**config.mk**
```make
export PLATFORM = sky130hd
export DESIGN_NAME = des_iter_ctrl
export DESIGN_NICKNAME = d
export VERILOG_FILES = /design/src/rtl/des_pkg.sv /design/src/rtl/des_round_f.sv /design/src/rtl/des_iter_ctrl.sv
export SDC_FILE = /design/constraint.sdc
export NUM_CORES = 1
export LEC_CHECK = 0
export CORE_AREA = 2 2 78 80
export CTS_CLUSTER_SIZE = 25
export DETAILED_ROUTE_END_ITERATION = 7
export DIE_AREA = 0 0 80 82
export HOLD_SLACK_MARGIN = 0.02
export PLACE_DENSITY_LB_ADDON = 0.1
export SYNTH_ARGS = -nofsm -noshare
export SYNTH_HDL_FRONTEND = slang
export SYNTH_SLANG_ARGS = --single-unit
export TNS_END_PERCENT = 100
```
**constraint.sdc**
```tcl
create_clock -name clk -period 1.6 [get_ports clk]
set_input_delay 0.32 -clock clk [delete_from_list [all_inputs] [get_ports clk]]
set_output_delay 0.32 -clock clk [all_outputs]
set_load 0.05 [all_outputs]
```
**src/rtl/des_pkg.sv**
```systemverilog
// DES constant tables, FSM state encodings and the table-driven bit permutation helper.
// Used by des_round_f and des_iter_ctrl (optional macro DES_KEY_PARITY_CHECK_EN lives in the top).
package des_pkg;

  localparam logic [1:0] ST_IDLE  = 2'd0;
  localparam logic [1:0] ST_ROUND = 2'd1;
  localparam logic [1:0] ST_DONE  = 2'd2;

  typedef enum logic [2:0] {TBL_IP, TBL_FP, TBL_PC1, TBL_PC2, TBL_E, TBL_P} perm_sel_t;

  localparam int IP_T [64] = '{
    58, 50, 42, 34, 26, 18, 10, 2, 60, 52, 44, 36, 28, 20, 12, 4,
    62, 54, 46, 38, 30, 22, 14, 6, 64, 56, 48, 40, 32, 24, 16, 8,
    57, 49, 41, 33, 25, 17,  9, 1, 59, 51, 43, 35, 27, 19, 11, 3,
    61, 53, 45, 37, 29, 21, 13, 5, 63, 55, 47, 39, 31, 23, 15, 7};

  localparam int FP_T [64] = '{
    40, 8, 48, 16, 56, 24, 64, 32, 39, 7, 47, 15, 55, 23, 63, 31,
    38, 6, 46, 14, 54, 22, 62, 30, 37, 5, 45, 13, 53, 21, 61, 29,
    36, 4, 44, 12, 52, 20, 60, 28, 35, 3, 43, 11, 51, 19, 59, 27,
    34, 2, 42, 10, 50, 18, 58, 26, 33, 1, 41,  9, 49, 17, 57, 25};

  localparam int PC1_T [56] = '{
    57, 49, 41, 33, 25, 17,  9,  1, 58, 50, 42, 34, 26, 18,
    10,  2, 59, 51, 43, 35, 27, 19, 11,  3, 60, 52, 44, 36,
    63, 55, 47, 39, 31, 23, 15,  7, 62, 54, 46, 38, 30, 22,
    14,  6, 61, 53, 45, 37, 29, 21, 13,  5, 28, 20, 12,  4};

  localparam int PC2_T [48] = '{
    14, 17, 11, 24,  1,  5,  3, 28, 15,  6, 21, 10,
    23, 19, 12,  4, 26,  8, 16,  7, 27, 20, 13,  2,
    41, 52, 31, 37, 47, 55, 30, 40, 51, 45, 33, 48,
    44, 49, 39, 56, 34, 53, 46, 42, 50, 36, 29, 32};

  localparam int E_T [48] = '{
    32,  1,  2,  3,  4,  5,  4,  5,  6,  7,  8,  9,
     8,  9, 10, 11, 12, 13, 12, 13, 14, 15, 16, 17,
    16, 17, 18, 19, 20, 21, 20, 21, 22, 23, 24, 25,
    24, 25, 26, 27, 28, 29, 28, 29, 30, 31, 32,  1};

  localparam int P_T [32] = '{
    16,  7, 20, 21, 29, 12, 28, 17,  1, 15, 23, 26,  5, 18, 31, 10,
     2,  8, 24, 14, 32, 27,  3,  9, 19, 13, 30,  6, 22, 11,  4, 25};

  localparam int SHIFT_T  [16] = '{1, 1, 2, 2, 2, 2, 2, 2, 1, 2, 2, 2, 2, 2, 2, 1};
  localparam int RSHIFT_T [16] = '{0, 1, 2, 2, 2, 2, 2, 2, 1, 2, 2, 2, 2, 2, 2, 1};

  localparam int SBOX_T [8][64] = '{
    '{14, 4,13, 1, 2,15,11, 8, 3,10, 6,12, 5, 9, 0, 7,  0,15, 7, 4,14, 2,13, 1,10, 6,12,11, 9, 5, 3, 8,
       4, 1,14, 8,13, 6, 2,11,15,12, 9, 7, 3,10, 5, 0, 15,12, 8, 2, 4, 9, 1, 7, 5,11, 3,14,10, 0, 6,13},
    '{15, 1, 8,14, 6,11, 3, 4, 9, 7, 2,13,12, 0, 5,10,  3,13, 4, 7,15, 2, 8,14,12, 0, 1,10, 6, 9,11, 5,
       0,14, 7,11,10, 4,13, 1, 5, 8,12, 6, 9, 3, 2,15, 13, 8,10, 1, 3,15, 4, 2,11, 6, 7,12, 0, 5,14, 9},
    '{10, 0, 9,14, 6, 3,15, 5, 1,13,12, 7,11, 4, 2, 8, 13, 7, 0, 9, 3, 4, 6,10, 2, 8, 5,14,12,11,15, 1,
      13, 6, 4, 9, 8,15, 3, 0,11, 1, 2,12, 5,10,14, 7,  1,10,13, 0, 6, 9, 8, 7, 4,15,14, 3,11, 5, 2,12},
    '{ 7,13,14, 3, 0, 6, 9,10, 1, 2, 8, 5,11,12, 4,15, 13, 8,11, 5, 6,15, 0, 3, 4, 7, 2,12, 1,10,14, 9,
      10, 6, 9, 0,12,11, 7,13,15, 1, 3,14, 5, 2, 8, 4,  3,15, 0, 6,10, 1,13, 8, 9, 4, 5,11,12, 7, 2,14},
    '{ 2,12, 4, 1, 7,10,11, 6, 8, 5, 3,15,13, 0,14, 9, 14,11, 2,12, 4, 7,13, 1, 5, 0,15,10, 3, 9, 8, 6,
       4, 2, 1,11,10,13, 7, 8,15, 9,12, 5, 6, 3, 0,14, 11, 8,12, 7, 1,14, 2,13, 6,15, 0, 9,10, 4, 5, 3},
    '{12, 1,10,15, 9, 2, 6, 8, 0,13, 3, 4,14, 7, 5,11, 10,15, 4, 2, 7,12, 9, 5, 6, 1,13,14, 0,11, 3, 8,
       9,14,15, 5, 2, 8,12, 3, 7, 0, 4,10, 1,13,11, 6,  4, 3, 2,12, 9, 5,15,10,11,14, 1, 7, 6, 0, 8,13},
    '{ 4,11, 2,14,15, 0, 8,13, 3,12, 9, 7, 5,10, 6, 1, 13, 0,11, 7, 4, 9, 1,10,14, 3, 5,12, 2,15, 8, 6,
       1, 4,11,13,12, 3, 7,14,10,15, 6, 8, 0, 5, 9, 2,  6,11,13, 8, 1, 4,10, 7, 9, 5, 0,15,14, 2, 3,12},
    '{13, 2, 8, 4, 6,15,11, 1,10, 9, 3,14, 5, 0,12, 7,  1,15,13, 8,10, 3, 7, 4,12, 5, 6,11, 0,14, 9, 2,
       7,11, 4, 1, 9,12,14, 2, 0, 6,10,13,15, 3, 5, 8,  2, 1,14, 7, 4,10, 8,13,15,12, 9, 0, 3, 5, 6,11}};

  // Result and source vectors are right-aligned in 64 bits; DES bit 1 is the MSB of each width.
  function automatic logic [63:0] des_permute(input perm_sel_t tbl, input logic [63:0] vec);
    logic [63:0] res;
    int n_out;
    int n_in;
    int src;
    res = '0;
    case (tbl)
      TBL_IP, TBL_FP: begin n_out = 64; n_in = 64; end
      TBL_PC1:        begin n_out = 56; n_in = 64; end
      TBL_PC2:        begin n_out = 48; n_in = 56; end
      TBL_E:          begin n_out = 48; n_in = 32; end
      default:        begin n_out = 32; n_in = 32; end
    endcase
    for (int i = 0; i < 64; i++) begin
      if (i < n_out) begin
        case (tbl)
          TBL_IP:  src = IP_T[6'(i)];
          TBL_FP:  src = FP_T[6'(i)];
          TBL_PC1: src = PC1_T[6'(i)];
          TBL_PC2: src = PC2_T[6'(i)];
          TBL_E:   src = E_T[6'(i)];
          default: src = P_T[5'(i)];
        endcase
        res[6'(n_out - 1 - i)] = vec[6'(n_in - src)];
      end
    end
    return res;
  endfunction

  function automatic logic [3:0] sbox_lookup(input int box, input logic [5:0] six);
    return 4'(SBOX_T[3'(box)][{six[5], six[0], six[4:1]}]);
  endfunction

  function automatic logic [27:0] rotl28(input logic [27:0] x, input int n);
    case (n)
      1:       return {x[26:0], x[27]};
      2:       return {x[25:0], x[27:26]};
      default: return x;
    endcase
  endfunction

  function automatic logic [27:0] rotr28(input logic [27:0] x, input int n);
    case (n)
      1:       return {x[0], x[27:1]};
      2:       return {x[1:0], x[27:2]};
      default: return x;
    endcase
  endfunction

endpackage

```
**src/rtl/des_round_f.sv**
```systemverilog
// Combinational DES round function f(R, K): E-expansion, subkey XOR, S-boxes, P permutation.
module des_round_f
  import des_pkg::*;
(
  input  logic [31:0] r,
  input  logic [47:0] k,
  output logic [31:0] f
);

  logic [47:0] x;
  logic [31:0] s_out;

  always_comb begin
    x     = 48'(des_permute(TBL_E, 64'(r))) ^ k;
    s_out = '0;
    for (int b = 0; b < 8; b++) begin
      s_out[31 - 4*b -: 4] = sbox_lookup(b, x[47 - 6*b -: 6]);
    end
    f = 32'(des_permute(TBL_P, 64'(s_out)));
  end

endmodule

```
**src/rtl/des_iter_ctrl.sv**
```systemverilog
// Iterative DES controller: one Feistel round per clock, subkeys generated on the fly both directions.
// Optional key parity flag enabled by defining DES_KEY_PARITY_CHECK_EN.
module des_iter_ctrl
  import des_pkg::*;
#(
  parameter int ROUNDS   = 16,
  parameter bit HOLD_OUT = 1'b1
) (
  input  logic        clk,
  input  logic        rst_n,
  input  logic        in_valid,
  output logic        in_ready,
  input  logic        in_decrypt,
  input  logic [63:0] in_key,
  input  logic [63:0] in_data,
  output logic        out_valid,
  input  logic        out_ready,
  output logic [63:0] out_data,
  output logic        out_err,
  output logic        busy
);

  logic [1:0]  state;
  logic [4:0]  rnd;
  logic        dir;
  logic [31:0] l_q;
  logic [31:0] r_q;
  logic [27:0] c_q;
  logic [27:0] d_q;
  logic [63:0] data_q;

  logic [3:0]  rnd_idx;
  int          shift_amt;
  logic [27:0] c_rot;
  logic [27:0] d_rot;
  logic [47:0] subkey;
  logic [31:0] f_out;
  logic [31:0] r_next;
  logic [63:0] ip_data;
  logic [55:0] pc1_key;

  assign in_ready  = (state == ST_IDLE);
  assign out_valid = (state == ST_DONE);
  assign busy      = (state != ST_IDLE);
  assign out_data  = (HOLD_OUT || state == ST_DONE) ? data_q : '0;

  // Decrypt walks the schedule backwards: round 1 uses the unrotated C,D, which equals K16.
  always_comb begin
    rnd_idx   = 4'(rnd - 5'd1);
    shift_amt = dir ? RSHIFT_T[rnd_idx] : SHIFT_T[rnd_idx];
    c_rot     = dir ? rotr28(c_q, shift_amt) : rotl28(c_q, shift_amt);
    d_rot     = dir ? rotr28(d_q, shift_amt) : rotl28(d_q, shift_amt);
    subkey    = 48'(des_permute(TBL_PC2, 64'({c_rot, d_rot})));
    r_next    = l_q ^ f_out;
    ip_data   = des_permute(TBL_IP, in_data);
    pc1_key   = 56'(des_permute(TBL_PC1, in_key));
  end

  des_round_f u_round_f (
    .r (r_q),
    .k (subkey),
    .f (f_out)
  );

  always_ff @(posedge clk or negedge rst_n) begin
    if (!rst_n) begin
      state  <= ST_IDLE;
      rnd    <= '0;
      dir    <= 1'b0;
      l_q    <= '0;
      r_q    <= '0;
      c_q    <= '0;
      d_q    <= '0;
      data_q <= '0;
    end else begin
      case (state)
        ST_IDLE: begin
          if (in_valid) begin
            l_q   <= ip_data[63:32];
            r_q   <= ip_data[31:0];
            c_q   <= pc1_key[55:28];
            d_q   <= pc1_key[27:0];
            dir   <= in_decrypt;
            rnd   <= 5'd1;
            state <= ST_ROUND;
          end
        end
        ST_ROUND: begin
          l_q <= r_q;
          r_q <= r_next;
          c_q <= c_rot;
          d_q <= d_rot;
          // Final round: the halves are swapped before the final permutation.
          if (rnd == 5'(ROUNDS)) begin
            data_q <= des_permute(TBL_FP, {r_next, r_q});
            rnd    <= '0;
            state  <= ST_DONE;
          end else begin
            rnd <= rnd + 5'd1;
          end
        end
        ST_DONE: begin
          if (out_ready) state <= ST_IDLE;
        end
        default: state <= ST_IDLE;
      endcase
    end
  end

`ifdef DES_KEY_PARITY_CHECK_EN
  logic err_q;
  logic key_err;

  // Every key byte must carry odd parity; the flag rides along with the result.
  always_comb begin
    key_err = 1'b0;
    for (int i = 0; i < 8; i++) begin
      if (!(^in_key[8*i +: 8])) key_err = 1'b1;
    end
  end

  always_ff @(posedge clk or negedge rst_n) begin
    if (!rst_n) begin
      err_q <= 1'b0;
    end else if (state == ST_IDLE && in_valid) begin
      err_q <= key_err;
    end else if (state == ST_DONE && out_ready) begin
      err_q <= 1'b0;
    end
  end

  assign out_err = err_q && (state == ST_DONE);
`else
  assign out_err = 1'b0;
`endif

endmodule

```
==> results.yml <==
final_layout:
  layout-area-overhead-vs-synth_pct: -1.82
  net_count_of_the_finished_layout: 250
  layoutNonFillerInstCount: 189
  post_route_cells_drive_above_1_share_pct: 10.5
  multi_input_area_um2: 452
  filler_cell_count: 657
  antenna-diode-count: 0
  sequential_area_um2: 175
power:
  power.static_leakage_nw: 0.457
  combinational_power_share_pct: 60.3
  power.ir.vdd_worst_mv: 0.548
  swShare_pct: 53.1
  power.sequential.fraction_pct: 22.5
  total_switching_power_w: 0.000768
  internal_power_w: 0.000679
  powerDensity_nw_per_um2: 1650
  clock_power_share_pct: 17.2
floorplanning:
  fp-row-count: 28
  io_pins: 201
  floorplan.die.width_um: 80
  area_of_the_core_um2: 5750
  die_area_um2: 6560
  fp.dieH_um: 82
  initial_core_util_pct: 15.6
sta:
  final_max_slew_viol_count: 0
  ratio_of_final_minimum_period_to_clock_period_pct: 91.7
  setup_tns_ps: 0
  timing_hold_violations_final: 0
  rsz0062_at_grt: "false"
  setup_slack_ps: 132
  period_minus_slack_ps: 1470
  skew_ps: 3.52
  fmax_mhz: 681
  setup_viol_count_final: 0
clock_network:
  clock_latency_ps: 230
  cts_hold_repair.buffers: 0
  cts_buffers: 3
  cts_post_setup_buffers_inserted: 0
  max-clock-path-buffers: 2
  tritoncts_clock_tree: "done"
  h_tree_levels: 1
  worst_setup_hold_path_clk_slew_ps: 40
  root_buffer: "sky130_fd_sc_hd__clkbuf_8"
  clock_sink_count: 7
  post_cts_resized: 0
outcome:
  run_status: "complete, no violations"
yosys:
  yosys_register_bits: 7
  synth_top_area_share_pct: 54.5
  synth_seq_area_share_pct: 19.6
  netlist_cell_types: 23
  post-synth-top-area-cell: "sky130_fd_sc_hd__buf_4"
  yosys_warnings: 0
  synthesis.area_um2: 895
  post_synth.cell_area_avg_um2: 8.52
  synth.area.top_cells: "sky130_fd_sc_hd__buf_4 (55%), sky130_fd_sc_hd__dfrtp_1 (20%), sky130_fd_sc_hd__nand4bb_4 (3.1%)"
  syn_inst: 105
grt:
  first_pass_grt_wire_length_um: 1680
  grt_pass1_vias: 367
  grt_max_degree: 8
  grt_use_total_pct: 3.41
  grt_antenna_before_repair: 0
  gr-total-overflow: 0
job:
  maxCapViolations: 0
worst_setup_path:
  crit-reg2reg-capture: "rnd[4]$_DFFE_PN0P_"
  timing.critical_path.required_ps: 1280
  critPathKind: "reg2out"
  reg2regPathDepth: 5
  reg2reg_from: "rnd[0]$_DFFE_PN0P_"
  ff2ff_setup_slack_ps: 380
  worstSetupEndpointType: "output port"
  crit_path_max_fanout: 5
  crit_path_start_kind: "flip-flop"
  cp_data_arrival_time_ps: 1150
detailed_routing:
  total_detailed_routing_wirelength_um: 1230
  detail-route-antenna-nets: 0
  drt-vias-per-instance: 2.56
  drc: 0
  vias: 483
  firstDrtPassIters: 2
  post_drt_wl_per_cell_um: 6.51
  drtIter0Drc: 6
placed_design:
  placed_cells_incl_taps: 185
  placer_s_final_routability_congestion_estimate: 0.632
  pre_cts_ws_ps: 149
  place.port_buffers: 6
  detailedPlacementHpwl_um: 1040
hold_path:
  hold_class: "in2async"
==> critical path, cell delays in order (launching register included) <==
cell and delay, ps:
sky130_fd_sc_hd__dfrtp_1 420, sky130_fd_sc_hd__nor2_2 240, sky130_fd_sc_hd__inv_1 110, sky130_fd_sc_hd__buf_12 160
==> power groups by stage <==
stage | registers, W | clock network [W] | logic, W
after CTS | 0.000326 | 0.000259 | 0.000879
after detailed placement | 0.000328 | 0 | 0.000879
final | 0.000326 | 0.000249 | 0.000872
after global placement | 0.000333 | 0 | 0.000890
after floorplan | 0.000309 | 0 | 0.000831
after global routing | 0.000338 | 0.000269 | 0.000940
==> cell type report <==
cell class | count | share of cell area [%]
Inverter | 6 | 2.56
Tap cell | 75 | 10.7
Clock buffer | 4 | 5.13
Timing Repair Buffer | 6 | 10.3
Multi-Input combinational cell | 91 | 51.4
Sequential cell | 7 | 19.9
==> state kept, by name, indices dropped and copies added (netlist names) <==
name / count
rnd: 5
state: 2
==> Yosys cell counts, drive strengths merged <==
| library cell | n |
|---|---|
| o2bb2ai | 1 |
| o41ai | 1 |
| o21ai | 2 |
| nor2b | 2 |
| a21oi | 2 |
| nor2 | 1 |
| buf | 65 |
| nand2b | 1 |
| nand2 | 4 |
| xor2 | 1 |
| nand3 | 2 |
| dfrtp | 7 |
| a31oi | 1 |
| or3 | 1 |
| a22oi | 1 |
| ha | 2 |
| inv | 6 |
| nand4bb | 1 |
| o21bai | 1 |
| and2b | 1 |
| a22o | 1 |
| conb | 1 |
==> layer usage <==
metal  GRT usage, %  vias up  part of all wire (%)
li1               -      218                     -
met1           3.69      208                    37
met2           5.25       55                    42
met3           2.53        2                    21
met4           1.02        0                  0.49
met5              0        -                     0
==> placed cells by master (no fill, tap or decap), drive strengths merged <==
master         count
nand2              4
nor2               1
inv                6
ha                 2
or3                1
a22oi              1
clkdlybuf4s50      3
o21bai             1
o2bb2ai            1
nor2b              2
nand3              2
conb              65
a21oi              2
a22o               1
nand4bb            1
buf                3
a31oi              1
o21ai              2
clkbuf             4
xor2               1
and2b              1
nand2b             1
dfrtp              7
o41ai              1
==> stage by stage <==
| stage | area [um^2] | total power (W) | utilization, % | hold WS, ps |
|---|---|---|---|---|
| floorplan | 1140 | 0.00114 | - | 24.4 |
| global placement | 833 | 0.00122 | 14.5 | 558 |
| detailed placement | 833 | 0.00121 | 14.5 | 549 |
| CTS | 878 | 0.00146 | 15.3 | 384 |
| global route | 878 | 0.00155 | 15.3 | 409 |
| finish | 878 | 0.00145 | 15.3 | 374 |
==> how the worst max path moves through the flow <==
| stage | start | end | slack [ps] | depth (start not counted) |
|---|---|---|---|---|
| after floorplan | state[0]$_DFFE_PN0P_ | busy | 3 | 2 |
| after global placement | in_valid | rnd[2]$_DFFE_PN0P_ | 130 | 4 |
| after detailed placement | in_valid | rnd[2]$_DFFE_PN0P_ | 150 | 4 |
| after CTS | state[0]$_DFFE_PN0P_ | busy | 110 | 3 |
| after global routing | state[0]$_DFFE_PN0P_ | busy | 60 | 3 |
| final | state[0]$_DFFE_PN0P_ | busy | 130 | 3 |
==> cells by family (layout without fill, tap and decap cells) <==
| group | count (synthesis) | count (layout) | synth area share (%) |
|---|---|---|---|
| other | 1 | 65 | 0.419 |
| DFF | 7 | 7 | 19.6 |
| and+or+nand+nor | 13 | 13 | 10.4 |
| buffers and inverters | 71 | 16 | 57.1 |
| xor gates and xnor gates | 1 | 1 | 0.979 |
| adders and majority gates | 2 | 2 | 2.80 |
| AOI/OAI and AO/OA | 10 | 10 | 8.81 |
(Power assumes the default switching activity.)
